### config.mk
export PLATFORM = sky130hd
export DESIGN_NAME = regfile8
export DESIGN_NICKNAME = d
export VERILOG_FILES = /design/src/rtl/regfile8.sv
export SDC_FILE = /design/constraint.sdc
export NUM_CORES = 1
export LEC_CHECK = 0
export BUFFER_PORTS_ARGS = -buffer_cell sky130_fd_sc_hd__buf_4
export CAP_MARGIN = 40
export CORE_MARGIN = 1
export CORE_UTILIZATION = 30
export DETAILED_ROUTE_END_ITERATION = 10
export SYNTH_ARGS = -nofsm -noshare
export SYNTH_HDL_FRONTEND = slang
export SYNTH_SLANG_ARGS = --single-unit
### constraint.sdc
create_clock -name clk -period 2.4 [get_ports clk]
set_input_delay 0.48 -clock clk [delete_from_list [all_inputs] [get_ports clk]]
set_output_delay 0.48 -clock clk [all_outputs]
set_load 0.02 [all_outputs]
### src/rtl/regfile8.sv
// Eight-entry register file with two combinational read ports, same-cycle
// write bypass, a hardwired zero register and a per-register pending scoreboard.
module regfile8 #(
  parameter int WIDTH    = 64,
  parameter int ZERO_REG = 7
) (
  input  logic             clk,
  input  logic             reset,
  input  logic             wr_en,
  input  logic [2:0]       wr_addr,
  input  logic [WIDTH-1:0] wr_data,
  input  logic             issue_en,
  input  logic [2:0]       issue_addr,
  input  logic [2:0]       rd_addr_a,
  input  logic [2:0]       rd_addr_b,
  output logic [WIDTH-1:0] rd_data_a,
  output logic [WIDTH-1:0] rd_data_b,
  output logic             busy_a,
  output logic             busy_b,
  output logic [7:0]       busy
);

  localparam logic [2:0] ZERO_IDX = 3'(ZERO_REG);

  logic [WIDTH-1:0] regs [8];
  logic [7:0]       busy_next;
  logic             wr_valid;

  assign wr_valid = wr_en && (wr_addr != ZERO_IDX);

  // Issue is applied after writeback so a same-cycle issue wins over the clear.
  always_comb begin
    busy_next = busy;
    if (wr_en) begin
      busy_next[wr_addr] = 1'b0;
    end
    if (issue_en && (issue_addr != ZERO_IDX)) begin
      busy_next[issue_addr] = 1'b1;
    end
    busy_next[ZERO_IDX] = 1'b0;
  end

  always_ff @(posedge clk or negedge reset) begin
    if (!reset) begin
      for (int i = 0; i < 8; i++) begin
        regs[i] <= '0;
      end
      busy <= '0;
    end else begin
      if (wr_valid) begin
        regs[wr_addr] <= wr_data;
      end
      busy <= busy_next;
    end
  end

  // A writeback in flight makes the operand both visible and valid this cycle.
  always_comb begin
    rd_data_a = (rd_addr_a == ZERO_IDX) ? '0 : regs[rd_addr_a];
    rd_data_b = (rd_addr_b == ZERO_IDX) ? '0 : regs[rd_addr_b];
    if (wr_valid && (wr_addr == rd_addr_a)) begin
      rd_data_a = wr_data;
    end
    if (wr_valid && (wr_addr == rd_addr_b)) begin
      rd_data_b = wr_data;
    end
    busy_a = busy[rd_addr_a] && !(wr_en && (wr_addr == rd_addr_a));
    busy_b = busy[rd_addr_b] && !(wr_en && (wr_addr == rd_addr_b));
  end

endmodule

## Word-level counts from Yosys, hierarchy flattened

Cells that the tools add are included.

- Bits in registers: 519
- Output and inout port bits: 138
- Bits of input ports: 80
- Word-level logic and storage cells: 67

- Bitwise gates (word level): 6
- $lt $le $gt $ge: 10
- Reductions and logical operators: 13
- Equality and inequality tests: 6
- Multiplexer cells: 23

Operators by type and width:

| cell | number |
|---|---|
| $mux W64 | 9 |
| $bwmux W512 | 1 |
| $bmux W64 S3 | 2 |
| $demux W64 S3 | 1 |
| $lt A3 B4 Y1 const B | 4 |
| $mux W7 | 2 |
| $ge A4 B4 Y1 const B | 3 |
| $not A3 Y4 | 3 |
| $logic_and A1 B1 Y1 | 11 |
| $and A7 B7 Y7 | 1 |
| $not A7 Y7 | 1 |
| $or A7 B7 Y7 | 1 |
| $bmux W1 S3 | 2 |
| $demux W1 S3 | 2 |
| $eq A3 B3 Y1 | 2 |
| $eq A3 B3 Y1 const B | 2 |
| $ge A3 B1 Y1 const B | 2 |
| $ne A3 B3 Y1 const B | 2 |
| $lt A4 B1 Y1 const B | 1 |
| $mux W1 | 4 |
| $logic_not A1 Y1 | 2 |

## Depth between registers and ports, before layout

- Depth in word-level cells: 9
- Gate-level depth with buffers: 8
- Depth with buffers taken out: 4

## Worst setup path after synthesis

No wires, ideal clock.

- Kind: input-to-output
- Start point: input wr_addr[0]
- End point: output rd_data_a[0]
- Arrival: 1.791 ns
- Path slack: 0.129 ns
- Stages on the path: 7
- Data required time: 1.920 ns
- Cells stage by stage: buf_4 xor2_1 nor3_2 and3_1 buf_6 buf_12 mux2_4

- Longest elaborated chain between the ends: 4
- Elaborated cells on any way between the ends: 5
- Classes of those cells: eq/ne (2); mux (1); reduce/logical (2)

Ends and longest elaborated chain:

| element | RTL line | source |
|---|---|---|
| start, declared | 10 | `input logic [2:0] wr_addr,` |
| $ne A3 B3 Y1 | 29 | `assign wr_valid = wr_en && (wr_addr != ZERO_IDX);` |
| $logic_and A1 B1 Y1 | 29 |  |
| $logic_and A1 B1 Y1 * | 61 | `if (wr_valid && (wr_addr == rd_addr_a)) begin` |
| $mux W64 * | 61 |  |
| end, declared | 16 | `output logic [WIDTH-1:0] rd_data_a,` |

Mark *: on every way between the ends. The rest lies on a longest branch, timed or not.

## Worst setup path after layout

- Start point: input wr_addr[0]
- End point: output rd_data_a[61]

Same word-level chain as after synthesis.

==> results.sh <==
export IMPL_vias=20000
export IMPL_rsz0062_at_grt="yes"
export IMPL_cellPowerDensity_nw_per_um2=777
export IMPL_grt_pass1_wl_mm=137
export IMPL_final_nets=2566
export IMPL_seqPwrFrac_pct=38.2
export IMPL_seq_area_frac_synth_pct=42.4
export IMPL_seqCellArea_sq_um=11400
export IMPL_final_cell_mix="453 x mux2_2, 452 x dfrtp_1, 327 x mux2i_1"
export IMPL_holdPathEnd="busy[4]"
export IMPL_totalWireLength_mm=92.6
export IMPL_wl_per_cell_um=25.1
export IMPL_clkSlewWorstSetupHoldPaths_ns=0.06
export IMPL_finalWorstSetupSlack_ns=-0.229
export IMPL_drive_above_1_share_pct=53.4
export IMPL_layout_min_cycle_time_ns=2.63
export IMPL_syn_avg_cell_area_sq_um=12.7
export IMPL_clock_skew_final_ns=0
export IMPL_final_max_slew_viol_count=0
export IMPL_hold_violations=0
export IMPL_fin_util_pct=40.8
export IMPL_cpMostUsedCell="buf_8"
export IMPL_grt_pass1_vias=21100
export IMPL_criticalPathCategory="in -> out"
export IMPL_comb_power_share_pct=30.9
export IMPL_clkPwrFrac_pct=30.9
export IMPL_reg2reg_from="regs[75]"
export IMPL_startpoint_type="input pin"
export IMPL_max_stage_delay_ns=0.31
export IMPL_ys_warn_count=0
export IMPL_fin_tns_setup_ns=-16.31
export IMPL_r2r_setup_slack_ns=1.49
export IMPL_p_sw_share_pct=30.5
export IMPL_worstSkewPairLatency_ns=0.62
export IMPL_numPortBuffers=216
export IMPL_stdcell_count=3697
export IMPL_die_w_um=301
export IMPL_dp_hpwl_mm=55.5
export IMPL_dr_pass1_iters=8
export IMPL_multiInputGateArea_sq_um=15000
export IMPL_root_buffer="clkbuf_16"
export IMPL_track_usage_pct=20.0
export IMPL_initial_core_util_pct=30.3
export IMPL_cts_inserted_buffers=54
export IMPL_die_y_um=301
export IMPL_dieArea_sq_um=90600
export IMPL_cts_htree_levels=2
export IMPL_status="finished, violations left"
export IMPL_power_mw=28.0
export IMPL_required_ns=1.92
export IMPL_min_delay_start="issue_addr[1]"
export IMPL_core_sq_um=88500
export IMPL_ant_nets=0
export IMPL_clock_sinks=455
export IMPL_antenna_found_initial=2
export IMPL_netlist_area_sq_um=26800
export IMPL_endpoint_kind="output pin"
export IMPL_path_delay_family="buffers and inverters"
export IMPL_arrival_ns=2.15
export IMPL_routabilityCongestion=0.800
export IMPL_path_cells="buf_8, xor2_2, nor3_2, and3_4, buf_12, buf_8, clkbuf_16, mux2_4, buf_6"
export IMPL_p_int_mw=19.5
export IMPL_areaGrowthSynthToFinish_pct=34.5
export IMPL_max_freq_mhz=380
export IMPL_min_path_type="in -> reg"
export IMPL_slew_limit_headroom_pct=59.1
export IMPL_cp_slowest_cell="mux2_4"
export IMPL_place_inst=3518
export IMPL_max_cap_viol_count=0
export IMPL_vdd_drop_max_mv=0.604
export IMPL_ioPinCount=218
export IMPL_drc=23
export IMPL_min_path_cells=2
export IMPL_rr_endpoint="regs[75]"
export IMPL_grt_ovfl_total=0
export IMPL_reg2regPathDepth=2
export IMPL_ctsLongestPathBuffers=3
export IMPL_crit_fanout=8
export IMPL_setup_violations=130
export IMPL_synth_fp_nets=2199
export IMPL_worst_path_buf_inv=5
export IMPL_drtIter0Drc=1187
export IMPL_leakagePower_nw=15.9
export IMPL_min_period_over_period_pct=110
export IMPL_row_count=109
export IMPL_n_fill_cell=8090
export IMPL_violations="design-rule violations, negative setup slack"
export IMPL_tritoncts="done"
export IMPL_power_switching_mw=8.55
export IMPL_mostFrequentLayoutCell="mux2_2"
export IMPL_vias_per_cell=5.40
export IMPL_synth_distinct_cells=42
export IMPL_whs_ns=0.0996
export IMPL_ys_ff_latch=455
export IMPL_tightestPinTransition_ns=0.613
export IMPL_synth_cells=2119
export IMPL_grt_max_degree=63
[worst max path at each step]
stage,start,endpoint,slack (ns),depth (start not counted)
after floorplan,wr_addr[0],rd_data_a[0],0.13,7
after global placement,rd_addr_a[2],rd_data_a[0],-0.30,8
after detailed placement,rd_addr_a[2],rd_data_a[0],-0.30,8
after CTS,wr_addr[2],rd_data_a[32],-0.21,9
after global routing,wr_addr[0],rd_data_a[49],-0.27,9
final,wr_addr[0],rd_data_a[61],-0.23,9
[layer usage]
layer  wire length [um]  part of all wire [%]  up-vias  track usage [%]
met5                 13                 0.014        -                0
met4               2960                   3.2        2             6.68
met3               4660                   5.0      176             3.30
met2              44800                    48      600             33.6
met1              40200                    43    10500             25.9
li1                   -                     -     8727                -
[through the flow]
step                setup WS [ns]  cell area [sq um]
detailed placement         -0.303              31400
finish                     -0.229              36100
global route               -0.269              36100
floorplan                   0.129              26800
CTS                        -0.205              35700
global placement           -0.295              31400
[flip-flops by register name, indices dropped and copies added (netlist names)]
| register | flops |
|---|---|
| busy | 7 |
| regs | 448 |
[kinds of logic (layout without fill, tap and decap cells)]
kind of cell | after synthesis | count (layout) | synth area share (%)
AND/OR/NAND/NOR | 231 | 231 | 4.79
multiplexers | 909 | 909 | 38.4
XOR/XNOR | 6 | 6 | 0.224
flip-flops | 455 | 455 | 42.4
other | 1 | 2 | 0.0140
AO/OA/AOI/OAI | 324 | 324 | 9.57
buffers and inverters | 193 | 605 | 4.59
[synth_stat cells, drive strengths merged]
master,count,area share (%)
nand4b,2,0.065
a21oi,2,0.037
nor2b,61,1.4
o32ai,2,0.065
and3,1,0.023
a221oi,57,1.9
a31oi,69,1.6
o21ai,5,0.093
o311a,2,0.075
a211oi,55,1.5
o22ai,2,0.047
a22o,69,2.3
a2bb2oi,55,1.8
mux4,2,0.17
nor3,4,0.14
conb,1,0.014
nand3,3,0.10
clkbuf,49,0.70
nand2b,5,0.12
nand2,77,1.1
buf,140,3.8
mux2i,329,12
o221a,2,0.084
nor2,2,0.047
nand3b,6,0.17
o211ai,4,0.11
dfrtp,455,42
or2,69,1.6
inv,4,0.056
xor2,6,0.22
mux2,578,26
nor3b,1,0.028
[power groups by stage]
stage          Sequential [mW]  Clock [mW]  Combinational, mW
2_1_floorplan             10.4           0               5.08
3_3_place_gp              10.6           0               7.45
3_5_place_dp              10.8           0               7.61
4_1_cts                   10.7        8.83               8.51
5_1_grt                   10.9        9.18               9.20
6_report                  10.7        8.67               8.65
[final cells by class]
| class | instances | share of cell area, % |
|---|---|---|
| multi-input combinational | 1471 | 41.6 |
| clock buffer | 80 | 4.52 |
| sequential | 455 | 31.5 |
| tap | 1165 | 4.04 |
| timing repair buffer | 500 | 17.5 |
| clock inverter | 21 | 0.710 |
| antenna | 1 | 0.00693 |
| inverter | 4 | 0.0416 |
[timing repair]
action	in CTS	in global routing
resized for setup	275	71
cloned	28	7
hold buffers	1	0
pin swaps	22	22
hold endpoints to repair	39	0
buffers inserted	53	18
setup endpoints to repair	130	130
No activity file was read; power rests on OpenSTA's default activity.
